$ cat src/rtl/i2cio.sv
// Byte-oriented I2C master with a CPU register window (RX/TX, STATUS/CMD, prescaler).
// One CMD write runs START, one byte (WR or RD) with its ACK, and STOP, each phase being optional.
//
// state   | meaning
// --------+------------------------------------------------------------
// S_IDLE  | no transfer; SCL held low after a command without STOP
// S_START | START condition, quarters q0..q3
// S_BIT   | one data bit (8 passes, MSB first), quarters q0..q3
// S_ACK   | ACK bit: sampled after WR, driven from NACK after RD
// S_STOP  | STOP condition, bus released in q3
module i2cio #(
   parameter logic [15:0] PRESC_RST = 16'h001D
) (
   input  logic       clk,
   input  logic       rst,
   input  logic [2:0] AD,
   input  logic [7:0] DI,
   output logic [7:0] DO,
   input  logic       rw,
   input  logic       cs,
   output logic       irq,
   input  logic       scl_i,
   output logic       scl_oe,
   input  logic       sda_i,
   output logic       sda_oe
);

   typedef enum logic [2:0] {S_IDLE, S_START, S_BIT, S_ACK, S_STOP} state_t;

   state_t      state, nxt, first_ph;
   logic [1:0]  q;
   logic [2:0]  bit_cnt;
   logic        f_wr, f_rd, f_stop, f_nack;
   logic [7:0]  tx_sh, rx_sh, rxdata, txdata;
   logic [15:0] presc, cnt;
   logic        busy, done, rxnack, ien, hold;
   logic        wr_en, cmd_wr, st_rd, tick;
   logic        drv_scl, drv_sda;
   logic        unused_scl;

   assign unused_scl = scl_i;

   assign wr_en  = cs & ~rw;
   assign cmd_wr = wr_en & (AD == 3'd1);
   assign st_rd  = cs & rw & (AD == 3'd1);
   assign tick   = busy & (cnt == 16'd0);
   assign irq    = done & ien;

   always_comb begin
      DO = 8'hFF;
      case (AD)
         3'd0:    DO = rxdata;
         3'd1:    DO = {ien, 4'b0000, done, rxnack, busy};
         3'd2:    DO = presc[7:0];
         3'd3:    DO = presc[15:8];
         default: DO = 8'hFF;
      endcase
   end

   always_comb begin
      first_ph = S_STOP;
      if (DI[0])
         first_ph = S_START;
      else if (DI[2] | DI[3])
         first_ph = S_BIT;
   end

   always_comb begin
      nxt = S_IDLE;
      case (state)
         S_START: begin
            if (f_wr | f_rd)
               nxt = S_BIT;
            else if (f_stop)
               nxt = S_STOP;
         end
         S_BIT:   nxt = (bit_cnt == 3'd7) ? S_ACK : S_BIT;
         S_ACK:   nxt = f_stop ? S_STOP : S_IDLE;
         default: nxt = S_IDLE;
      endcase
   end

   // Line levels for the current quarter; the pins follow one clk later.
   always_comb begin
      drv_scl = 1'b0;
      drv_sda = 1'b0;
      case (state)
         S_IDLE:  drv_scl = hold;
         S_START: begin
            drv_scl = (q == 2'd3);
            drv_sda = (q >= 2'd2);
         end
         S_BIT: begin
            drv_scl = (q == 2'd0) | (q == 2'd3);
            drv_sda = f_wr & ~tx_sh[7];
         end
         S_ACK: begin
            drv_scl = (q == 2'd0) | (q == 2'd3);
            drv_sda = f_wr ? 1'b0 : ~f_nack;
         end
         S_STOP: begin
            drv_scl = (q == 2'd0);
            drv_sda = (q <= 2'd1);
         end
         default: ;
      endcase
   end

   always_ff @(posedge clk) begin
      if (rst) begin
         state   <= S_IDLE;
         q       <= 2'd0;
         bit_cnt <= 3'd0;
         f_wr    <= 1'b0;
         f_rd    <= 1'b0;
         f_stop  <= 1'b0;
         f_nack  <= 1'b0;
         tx_sh   <= 8'h00;
         rx_sh   <= 8'h00;
         rxdata  <= 8'h00;
         txdata  <= 8'h00;
         presc   <= PRESC_RST;
         cnt     <= 16'd0;
         busy    <= 1'b0;
         done    <= 1'b0;
         rxnack  <= 1'b0;
         ien     <= 1'b0;
         hold    <= 1'b0;
         scl_oe  <= 1'b0;
         sda_oe  <= 1'b0;
      end else begin
         scl_oe <= drv_scl;
         sda_oe <= drv_sda;

         if (wr_en) begin
            case (AD)
               3'd0:    txdata      <= DI;
               3'd1:    ien         <= DI[7];
               3'd2:    presc[7:0]  <= DI;
               3'd3:    presc[15:8] <= DI;
               default: ;
            endcase
         end

         if (st_rd)
            done <= 1'b0;

         if (busy)
            cnt <= (cnt == 16'd0) ? presc : cnt - 16'd1;

         if (cmd_wr && !busy && (DI[3:0] != 4'd0)) begin
            busy    <= 1'b1;
            done    <= 1'b0;
            f_wr    <= DI[2];
            f_rd    <= DI[3] & ~DI[2];
            f_stop  <= DI[1];
            f_nack  <= DI[4];
            tx_sh   <= txdata;
            state   <= first_ph;
            q       <= 2'd0;
            bit_cnt <= 3'd0;
            cnt     <= presc;
         end else if (tick) begin
            if (q != 2'd3) begin
               q <= q + 2'd1;
               if (q == 2'd1) begin
                  if (state == S_BIT && !f_wr)
                     rx_sh <= {rx_sh[6:0], sda_i};
                  if (state == S_ACK && f_wr)
                     rxnack <= sda_i;
               end
            end else begin
               q     <= 2'd0;
               state <= nxt;
               if (state == S_BIT) begin
                  tx_sh   <= {tx_sh[6:0], 1'b0};
                  bit_cnt <= bit_cnt + 3'd1;
               end
               // Completion overrides a same-edge STATUS read clearing DONE.
               if (nxt == S_IDLE) begin
                  busy <= 1'b0;
                  done <= 1'b1;
                  hold <= (state != S_STOP);
                  if (f_rd)
                     rxdata <= rx_sh;
               end
            end
         end
      end
   end

endmodule

$ cat config.mk
export PLATFORM = sky130hd
export DESIGN_NAME = i2cio
export DESIGN_NICKNAME = d
export VERILOG_FILES = /design/src/rtl/i2cio.sv
export SDC_FILE = /design/constraint.sdc
export NUM_CORES = 1
export LEC_CHECK = 0
export CORE_ASPECT_RATIO = 1.1
export CORE_MARGIN = 2
export CORE_UTILIZATION = 38
export CTS_CLUSTER_SIZE = 10
export DETAILED_ROUTE_END_ITERATION = 7
export GPL_ROUTABILITY_DRIVEN = 1
export PLACE_DENSITY = 0.67
export REMOVE_ABC_BUFFERS = 1
export SLEW_MARGIN = 15
export SYNTH_ARGS = -nofsm -noshare
export SYNTH_HDL_FRONTEND = slang
export SYNTH_SLANG_ARGS = --single-unit
$ cat constraint.sdc
create_clock -name clk -period 2.25 [get_ports clk]
set_input_delay 0.45 -clock clk [delete_from_list [all_inputs] [get_ports clk]]
set_output_delay 0.45 -clock clk [all_outputs]
set_load 0.05 [all_outputs]
# Yosys cells after proc, flatten, opt, wreduce, memory -nomap -nowiden
# Index checks and enable logic that the tools add are counted.
dict set report classes {
  add_sub_neg 3
  multipliers 0
  div_mod_pow 0
  magnitude_cmp 2
  n_eq_ne 13
  n_shift 0
  muxes 29
  bitwise 17
  n_reduce_logical 30
}
# operator count
set ops {}
lappend ops {{$mux 16} 3}
lappend ops {{$mux 8} 4}
lappend ops {{$pmux 8 s4} 1}
lappend ops {{$mux 3} 7}
lappend ops {{$logic_not 16->1} 1}
lappend ops {{$sub 16x1->16 const B} 1}
lappend ops {{$reduce_and 5->1} 3}
lappend ops {{$eq 3x2->1 const B} 4}
lappend ops {{$mux 1} 10}
lappend ops {{$reduce_and 2->1} 5}
lappend ops {{$logic_not 3->1} 3}
lappend ops {{$pmux 3 s3} 1}
lappend ops {{$reduce_and 3->1} 3}
lappend ops {{$and 1x1->1} 8}
lappend ops {{$pmux 1 s4} 2}
lappend ops {{$reduce_bool 2->1} 4}
lappend ops {{$eq 3x1->1 const B} 2}
lappend ops {{$eq 3x3->1 const B} 2}
lappend ops {{$not 1->1} 6}
lappend ops {{$logic_and 1x1->1} 4}
lappend ops {{$ne 2x2->1 const B} 2}
lappend ops {{$reduce_and 4->1} 1}
lappend ops {{$reduce_bool 4->1} 1}
lappend ops {{$reduce_or 2->1} 2}
lappend ops {{11 further kinds} 14}
dict set report totals {
  ff_bits 83
  latch_bits 0
  mem_bits_rw 0
  rom_bits 0
  in_bits 17
  wordCells 115
  mem_count 0
}

# Logic depth before layout (Yosys ltp)
dict set report logic_depth {
  word_depth 8
  depth_mapped 9
  ltp_nobuf 7
}

# Worst setup path before layout
# OpenSTA, ideal clock, no wires.
dict set report synth_path {
  path_type {input -> output}
  from {input port AD[1]}
  to {output port DO[3]}
  arrival_time_ns 2.260
  required_ns 1.800
  path_slack_ns -0.460
  path_stages 4
  path_buffers 2
  path_cell_list {clkbuf_1 clkbuf_1 mux2i_1 o21ai_0}
}
dict set report synth_between {
  elab_chain_cells 2
}
# element line_no
set synth_lines {}
lappend synth_lines {{start: declaration} 16} ;# input logic [2:0] AD,
lappend synth_lines {{$eq 3x2->1, or another cell as far along} 51} ;# case (AD)
lappend synth_lines {{$pmux 8 s4 (*)} 51}
lappend synth_lines {{end: declaration} 18} ;# output logic [7:0] DO,
# Mark *: on every way between the ends. The rest lies on a longest branch, timed or not.

# Worst setup path in the final report
dict set report layout_path {
  from {register cnt[0]}
  to {register tx_sh[2]}
}
dict set report layout_between {
  elab_chain_cells 4
}
# element line_no
set layout_lines {}
lappend layout_lines {{start: declaration} 35} ;# logic [15:0] presc, cnt;
lappend layout_lines {{start signal: assignment} 149} ;# cnt <= (cnt == 16'd0) ? presc : cnt - 16'd1;
lappend layout_lines {{start signal: assignment} 162} ;# cnt <= presc;
lappend layout_lines {{$logic_not 16->1} 46} ;# assign tick = busy & (cnt == 16'd0);
lappend layout_lines {{$and 1x1->1} 46}
lappend layout_lines {{$reduce_bool 2->1 (no source line)} --}
lappend layout_lines {{$reduce_and 3->1 (no source line)} --}
lappend layout_lines {{end signal: assignment} 158} ;# tx_sh <= txdata;
lappend layout_lines {{end signal: assignment} 176} ;# tx_sh <= {tx_sh[6:0], 1'b0};
lappend layout_lines {{end: declaration} 34} ;# logic [7:0] tx_sh, rx_sh, rxdata, txdata;
# Every way passes these cells.
# A chain may end at the register's enable or synchronous reset.

==> run_results.csv <==
group,metric,value,unit
outcome,status,"completed",
global_routing,grt_pass1_wl,17900,um
power,max-vdd-ir-drop,0.000501,V
setup_path,start_kind,"flip-flop",
floorplanning,rows,40,
place,place.gp.congestion,0.941,
sta,period_minus_slack,2.24,ns
sta,slew_viol_final,0,
place,dp_hpwl,7860,um
power,p_seq_frac,0.413,
sta,fin_ws,0.00677,ns
setup_path,cp_max_fo,11,
cells_and_area,layout.nets,548,
power,clkPwrFrac,0.363,
clock_network,cts_hold_buf,0,
yosys,synth_cell_types,48,
power,power.switching,1050,uW
cells_and_area,syn_to_final_growth,25.4,%
sta,rsz0062_at_grt,"yes",
floorplanning,dieArea,11800,um^2
yosys,synth_edf_count,0,
yosys,ys_seq_area_frac,0.400,
clock_network,cts.clk_slew.worst_paths,0.06,ns
place,dp_slack,-0.482,ns
setup_path,required,2.49,ns
cells_and_area,drive_gt1_frac,0.192,
power,p_per_area,705,nW/um^2
global_routing,grt_util_all_layers,0.189,
setup_path,worstSetupEndpointType,"flip-flop",
clock_network,htree_levels,3,
sta,worst-slew-pin-transition,0.547,ns
clock_network,cts_made_buffers,9,
place,portBuffers,26,
floorplanning,pin_count,28,
route,vias_per_cell,5.46,
min_path,worstHoldPathType,"flip-flop to flip-flop",
route,ant_nets,0,
power,sw_frac_of_total,0.284,
yosys,synth-seq-cells,83,
route,wl_per_cell,16.1,um
yosys,synth_flop_cell,"dfxtp_1",
power,power.internal,2630,uW
floorplanning,core,10800,um^2
sta,hold_viol_final,0,
power,power_frac_comb,0.223,
yosys,synthesis.area,4160,um^2
clock_network,clk-insertion-delay-late,0.34,ns
power,p_total,3680,uW
floorplanning,die-width,104,um
floorplanning,start_util,0.384,
sta,fin_crit_sh,0.997,
yosys,yosys_warnings,0,
cells_and_area,diodes,0,
yosys,synth_area_leaders,"dfxtp_1 (40%), mux2i_1 (14%), nor2_1 (5.7%)",
yosys,synth.avg_cell_area,8.88,um^2
yosys,ys_top_cells_by_count,"dfxtp_1 (83), nor2_1 (63), mux2i_1 (57)",
route,routed_wl,10900,um
setup_path,worstPathArrival,2.48,ns
cells_and_area,stdcell_area,5210,um^2
yosys,syn_inst,468,
clock_network,cts_buffer_depth,2,
floorplanning,fp.dieH,114,um
route,firstDrtPassIters,5,
global_routing,grt_max_degree,32,
sta,slew_headroom,0.633,
yosys,synth_top_cell_area_share,0.400,
yosys,synthArstFlopShare,0,
global_routing,overflow,0,
clock_network,cts_sinks,83,
sta,skew,0.00956,ns
clock_network,cts_tree,"built",
route,drt_iter0_markers,262,
route,drc_errors,0,
job,max-cap-violations,0,
place,place_area,4810,um^2
sta,fmax,446,MHz
setup_path,crit_type,"flip-flop to flip-flop",
clock_network,root_buffer,"clkbuf_16",
global_routing,grt_pass1_vias,3555,
power,power.leakage,0.00212,uW
route,via_count,3683,
yosys,post-synth-top-count-cell,"dfxtp_1",
sta,finalSetupViolations,0,
global_routing,antenna_found_initial,0,
yosys,synth_area_leader_cell,"dfxtp_1",
-- final timing paths --
| kind | startpoint | end | slack, ns | cells after the start |
|---|---|---|---|---|
| setup reg to reg | cnt[0] | tx_sh[2] | 0.007 | 8 |
| hold reg to reg | f_nack | f_nack | 0.46 | 2 |
| hold / removal | f_nack | f_nack | 0.46 | 2 |
| setup / recovery | cnt[0] | tx_sh[2] | 0.007 | 8 |
-- registers in the layout (all words and copies together), names as in the netlist, 3 cells and up --
register / count
rxdata: 8
txdata: 8
rx_sh: 8
presc: 16
cnt: 16
tx_sh: 8
state: 3
bit_cnt: 3
-- cell type report --
type / instances / area [um^2]
fill: 1055 / 5600
multi-input combinational: 334 / 2310
sequential: 83 / 1660
timing repair buffer: 74 / 717
clock buffer: 12 / 246
tap: 147 / 184
inverter: 21 / 78.8
clock inverter: 3 / 15.0
-- metrics by stage --
stage,hold slack (ns),std cells,setup TNS (ns),util
final,0.461,674,0,0.482
after global routing,0.480,674,-0.303,0.482
after CTS,0.461,670,0,0.474
after detailed placement,0.454,653,-18.59,0.445
after global placement,0.448,653,-16.14,0.445
after floorplan,0.425,436,-4.47,-
-- worst max-delay path, cell delays in order (launching register included) --
cell and delay [ns]:
dfxtp_1 0.32, inv_1 0.08, ha_1 0.20, nor4b_4 0.28, nand4_2 0.24, or3_1 0.41
buf_4 0.21, mux2i_1 0.14, a211oi_1 0.25
-- cells in the final DEF, fill, tap and decap left out, types with 2 or more instances in the layout --
cell / count
clkbuf_1: 2
nor2_1: 62
a21oi_4: 2
mux4_2: 4
nor3_1: 8
inv_1: 21
o21ai_1: 2
dlymetal6s2s_1: 3
buf_12: 7
nand3b_1: 5
a211oi_1: 13
a21oi_1: 30
o21ai_0: 11
o21bai_1: 2
clkbuf_16: 9
buf_4: 42
or2_2: 6
nand2_1: 32
dfxtp_1: 82
nor4_4: 2
o32ai_1: 14
clkdlybuf4s50_1: 12
nor3_2: 2
nand4_1: 6
mux2i_1: 57
nand3_1: 21
buf_6: 7
clkinv_2: 3
ha_1: 8
nor4_1: 2
nor3b_1: 4
nand2b_1: 4
or3_1: 7
a311oi_1: 3
nor2b_1: 2
a31oi_1: 6
-- per-layer routing --
layer,GRT usage,vias up,share of wire
met3,0.0211,29,0.041
li1,-,1800,-
met4,0.0883,0,0.034
met1,0.235,1739,0.44
met5,0,-,0
met2,0.330,115,0.49
-- logic make-up (layout without fill, tap and decap cells) --
group	after synthesis	in the layout	synth area share
AND/OR/NAND/NOR	173	173	0.215
AO/OA/AOI/OAI	89	91	0.142
flip-flops	83	83	0.400
multiplexers	61	61	0.159
buffers and inverters	53	110	0.0581
adder cells (fa/ha/maj)	8	8	0.0241
XOR/XNOR	1	1	0.00211
-- power by group through the flow --
stage / logic (uW) / clock network [uW] / registers, uW
floorplan: 445 / 0 / 1550
global placement: 717 / 0 / 1550
detailed placement: 727 / 0 / 1550
CTS: 749 / 1350 / 1520
global route: 883 / 1420 / 1520
finish: 821 / 1330 / 1520
-- timing repair --
item / CTS / global route
setup endpoints to repair: 38 / 34
gates resized for setup: 11 / 14
gates cloned: 1 / 1
setup buffers: 1 / 3
pin swaps: 2 / 3
Note: power is estimated with default switching activity, not from simulation.
==> RTL change 1, RTL diff (config.mk and constraints unchanged) <==
Encoding of `state_t`: now one-hot (5 bits for 5 states).
--- a/src/rtl/i2cio.sv
+++ b/src/rtl/i2cio.sv
@@ -27,3 +27,3 @@
 
-   typedef enum logic [2:0] {S_IDLE, S_START, S_BIT, S_ACK, S_STOP} state_t;
+   typedef enum logic [4:0] {S_IDLE = 5'b00001, S_START = 5'b00010, S_BIT = 5'b00100, S_ACK = 5'b01000, S_STOP = 5'b10000} state_t;
 
Formal check against the unedited RTL: same outputs for any inputs over 4 cycles, from zero or initial values and one cycle with rst high; so few cycles prove little.
==> RTL change 1 against the original RTL <==
  * Total power grew 7.3%
  * Synthesized area grew 6.1%
  * Cell area grew 5.7%
  * Sequential cell count grew 2
  * Critical path depth shrank 6
  * Hold slack is essentially flat
  * Wire length grew 12%
  * Global-route usage grew 1.6 points
  * Setup slack gained 0.062 ns
  * Clock skew grew 0.0012 ns
  * Largest power group unchanged
==> RTL change 1: results (changes against the original RTL) <==
- Reg area: 0.00170 mm^2 (was 0.00166 mm^2)
- Mux cell area share after synthesis: 10.1% (was 15.9%)
- Number of library cell types mapped by synthesis: 62 (was 48)
- Layout cell share with drive strength beyond 1: 19.6% (was 19.2%)
- Nets: 590 (was 548)
- Worst-margin pin slew: 0.563 ns (was 0.547 ns)
- Vias: 4184 (was 3683)
- CP Max Fanout: 3 (was 11)
- Seq cells post-synth: 85 (was 83)
- YS warnings: 0 (unchanged)
- NonClk Buf Share: 13.9% (was 13.8%)
- Initial DRC Count: 361 (was 262)
- Final cell count without fillers: 720 (was 674)
- Clock skew: 0.0108 ns (was 0.00956 ns)
- Clk Latency, worst-skew pair: 0.36 ns (was 0.34 ns)
- Post-synthesis compound-gate area fraction: 18.6% (was 14.2%)
- Grt met2 use: 32.5% (was 33.0%)
- Routed WL: 12200 um (was 10900 um)
- Adder-Cell Fraction of Synth Area: 2.27% (was 2.41%)
- Leakage: 2.16 nW (was 2.12 nW)
- Top cells by count, synth: dfxtp_1 (85), nor2_1 (51), a21oi_1 (50), mux2i_1 (31), nand2_1 (31) (was dfxtp_1 (83), nor2_1 (63), mux2i_1 (57), nand2_1 (32), a21oi_1 (30))
- CTS H-tree lvls: 3 (unchanged)
- Largest net degree at the start of global routing: 33 (was 32)
- M1 GR Usage: 26.4% (was 23.5%)
- Outcome: finished clean (unchanged)
- Placed cells: 699 (was 653)
- Worst EP arrival: 1.73 ns (was 2.48 ns)
- Multi-input gate share of total cell area: 45.3% (was 44.3%)
- Place WS: -0.462 ns (was -0.482 ns)
- TritonCTS buffer count: 9 (unchanged)
- Post_cts resized: 20 (was 11)
- Post-CTS setup buffers: 4 (was 1)
- Asr flop ratio synth: 0% (unchanged)
- HPWL Detailed: 8930 um (was 7860 um)
- Routability cong.: 0.878 (was 0.941)
- Mapped Avg Cell Area: 8.61 um^2 (was 8.88 um^2)
- Layout clock area frac: 5.56% (was 5.02%)
- Multi-input logic cell count: 371 (was 334)
- Bufs w/o clock: 84 (was 74)
- Met3 usage: 5.09% (was 2.11%)
- Multi-input logic area: 0.00249 mm^2 (was 0.00231 mm^2)
- DP Area: 0.00511 mm^2 (was 0.00481 mm^2)
- Max clock buf depth: 2 (unchanged)
- PortBufs: 26 (unchanged)
- Post-Synth XOR/XNOR Area: 0.397% (was 0.211%)
- Fillers: 1070 (was 1055)
- Max Cap Viol: 0 (unchanged)
- Site Rows: 41 (was 40)
- CTS root buf: clkbuf_16 (unchanged)
- GRT Util Overall: 20.4% (was 18.9%)
- Non-CTS inverters: 14 (was 21)
- VDD IR max: 419 uV (was 501 uV)
- Global-route wire length before repair: 19800 um (was 17900 um)
- Vias in the first global route: 3927 (was 3555)
- Biggest regs: cnt x16, presc x16 (unchanged)
- Area contributors post-synth: dfxtp_1 (39%), mux2i_1 (7.0%), a21oi_1 (5.7%), nor2_1 (4.3%), nand2_1 (2.6%) (was dfxtp_1 (40%), mux2i_1 (14%), nor2_1 (5.7%), a21oi_1 (3.6%), o32ai_1 (3.0%))
- Sequential area share after synthesis: 38.6% (was 40.0%)
RTL change 1: cell count changes in the layout (fill, tap and decap cells not counted), sizes merged, moves of 5 or more:
cell,delta
o32ai,-6
nor2,-13
a211o,+7
nor3,+8
a21oi,+17
and3,+5
and4,+5
mux2i,-26
nor4,+7
nand4,+8
buf,+10
o31ai,+8
RTL change 1: final timing paths:
kind,start,to,slack [ns],cells after the start
worst min register to register,txdata[7],txdata[7],0.46,2
worst max register to register,cnt[1],cnt[11],0.17,8
worst min-delay path,txdata[7],txdata[7],0.46,2
worst max-delay path,done,irq,0.07,2
RTL change 1: worst max-delay path: stages, from the launching register on:
cell	delay [ns]
dfxtp_1	0.40
and2_1	0.16
clkdlybuf4s50_1	0.81
RTL change 1: routing by layer:
layer	share of wire [%]	routed length, um
met1	45	5450
met2	45	5520
met3	6.8	832
met4	3.1	381
met5	0	0
RTL change 1: report_power, final:
group,switching (mW),internal [mW]
combinational,0.486,0.351
clock,0.669,0.880
sequential,0.0278,1.53
==> RTL change 2, RTL diff (config.mk and constraints unchanged) <==
Made on the original files. `PRESC_RST`: 16'h001D -> 16'h0010.
--- a/src/rtl/i2cio.sv
+++ b/src/rtl/i2cio.sv
@@ -11,3 +11,3 @@
 module i2cio #(
-   parameter logic [15:0] PRESC_RST = 16'h001D
+   parameter logic [15:0] PRESC_RST = 16'h0010
 ) (
Function: changed (a bounded check fails within 4 cycles, from zero or initial values and one cycle with rst high).
==> RTL change 2 against the original RTL <==
  * Setup slack improved by 0.027 ns
  * Sequential cell count unchanged
  * Wire length rose by 2.0%
  * Total power barely moved
  * Synthesized area is 0.90% higher
  * Cell area is 3.2% higher
  * Die area increased by 0.87%
==> RTL change 2: results (changes against the original RTL) <==
- Grt met2 use: 33.2% (was 33.0%)
- Worst R2R Start: cnt[11] (was cnt[0])
- Int Pwr: 2.63 mW (about the same)
- Multi-input logic area: 0.00233 mm^2 (was 0.00231 mm^2)
- GRT Util Overall: 18.8% (was 18.9%)
- Mux cell area share after synthesis: 15.6% (was 15.9%)
- Outcome: finished clean (unchanged)
- Routed WL: 11100 um (was 10900 um)
- Crit path max-delay family: buffers and inverters (was simple AND/OR/NAND/NOR gates)
- Post-Synth XOR/XNOR Area: 0.209% (was 0.211%)
- Reg2reg setup slack: 0.11 ns (was 0.007 ns)
- Area contributors post-synth: dfxtp_1 (40%), mux2i_1 (13%), nor2_1 (5.5%), a21oi_1 (4.1%), nand2_1 (3.7%) (was dfxtp_1 (40%), mux2i_1 (14%), nor2_1 (5.7%), a21oi_1 (3.6%), o32ai_1 (3.0%))
- Post-synthesis compound-gate area fraction: 14.7% (was 14.2%)
- Vias in the first global route: 3503 (was 3555)
- CP Max Fanout: 12 (was 11)
- Logic gate share of total power: 21.0% (was 22.3%)
- Place WS: -0.414 ns (was -0.482 ns)
- Placed cells: 664 (was 653)
- Layout cell share with drive strength beyond 1: 21.4% (was 19.2%)
- Global-route wire length before repair: 18000 um (was 17900 um)
- Layout clock buffer count: 10 (was 12)
- NonClk Buf Share: 15.6% (was 13.8%)
- CORE AREA: 0.0109 mm^2 (was 0.0108 mm^2)
- Largest stage delay, worst path: 0.34 ns (was 0.41 ns)
- Worst hold margin: 0.454 ns (was 0.461 ns)
[RTL change 2: cell types whose count changed after synthesis, sizes merged, moves of 5 or more]
cell / unedited run / this run
a211oi: 13 / 4
or3: 7 / 2
nand3: 21 / 14
nand2: 32 / 41
nor4: 5 / 11
a311oi: 3 / 9
[RTL change 2: through the flow]
step | cell area (um^2) | setup TNS, ns
global placement | 4930 | -17.09
CTS | 5330 | 0
floorplan | 4040 | -3.36
finish | 5380 | 0
global route | 5380 | -0.224
detailed placement | 4930 | -18.31
[RTL change 2: worst reg2reg max path, stage by stage (launching register included)]
cell and delay, ns:
dfxtp_1 0.36, nor4_1 0.45, nand2_2 0.28, nor4_4 0.40, buf_4 0.26, mux2i_1 0.22, nor2_1 0.05
[RTL change 2: what timing repair did]
item                                    4_1_cts  5_1_grt
pin swaps                                     4        5
hold endpoints to repair                      0        0
gates cloned                                  1        0
gates resized for setup                      18       11
buffers inserted                              5        2
endpoints found under the setup margin       34       35
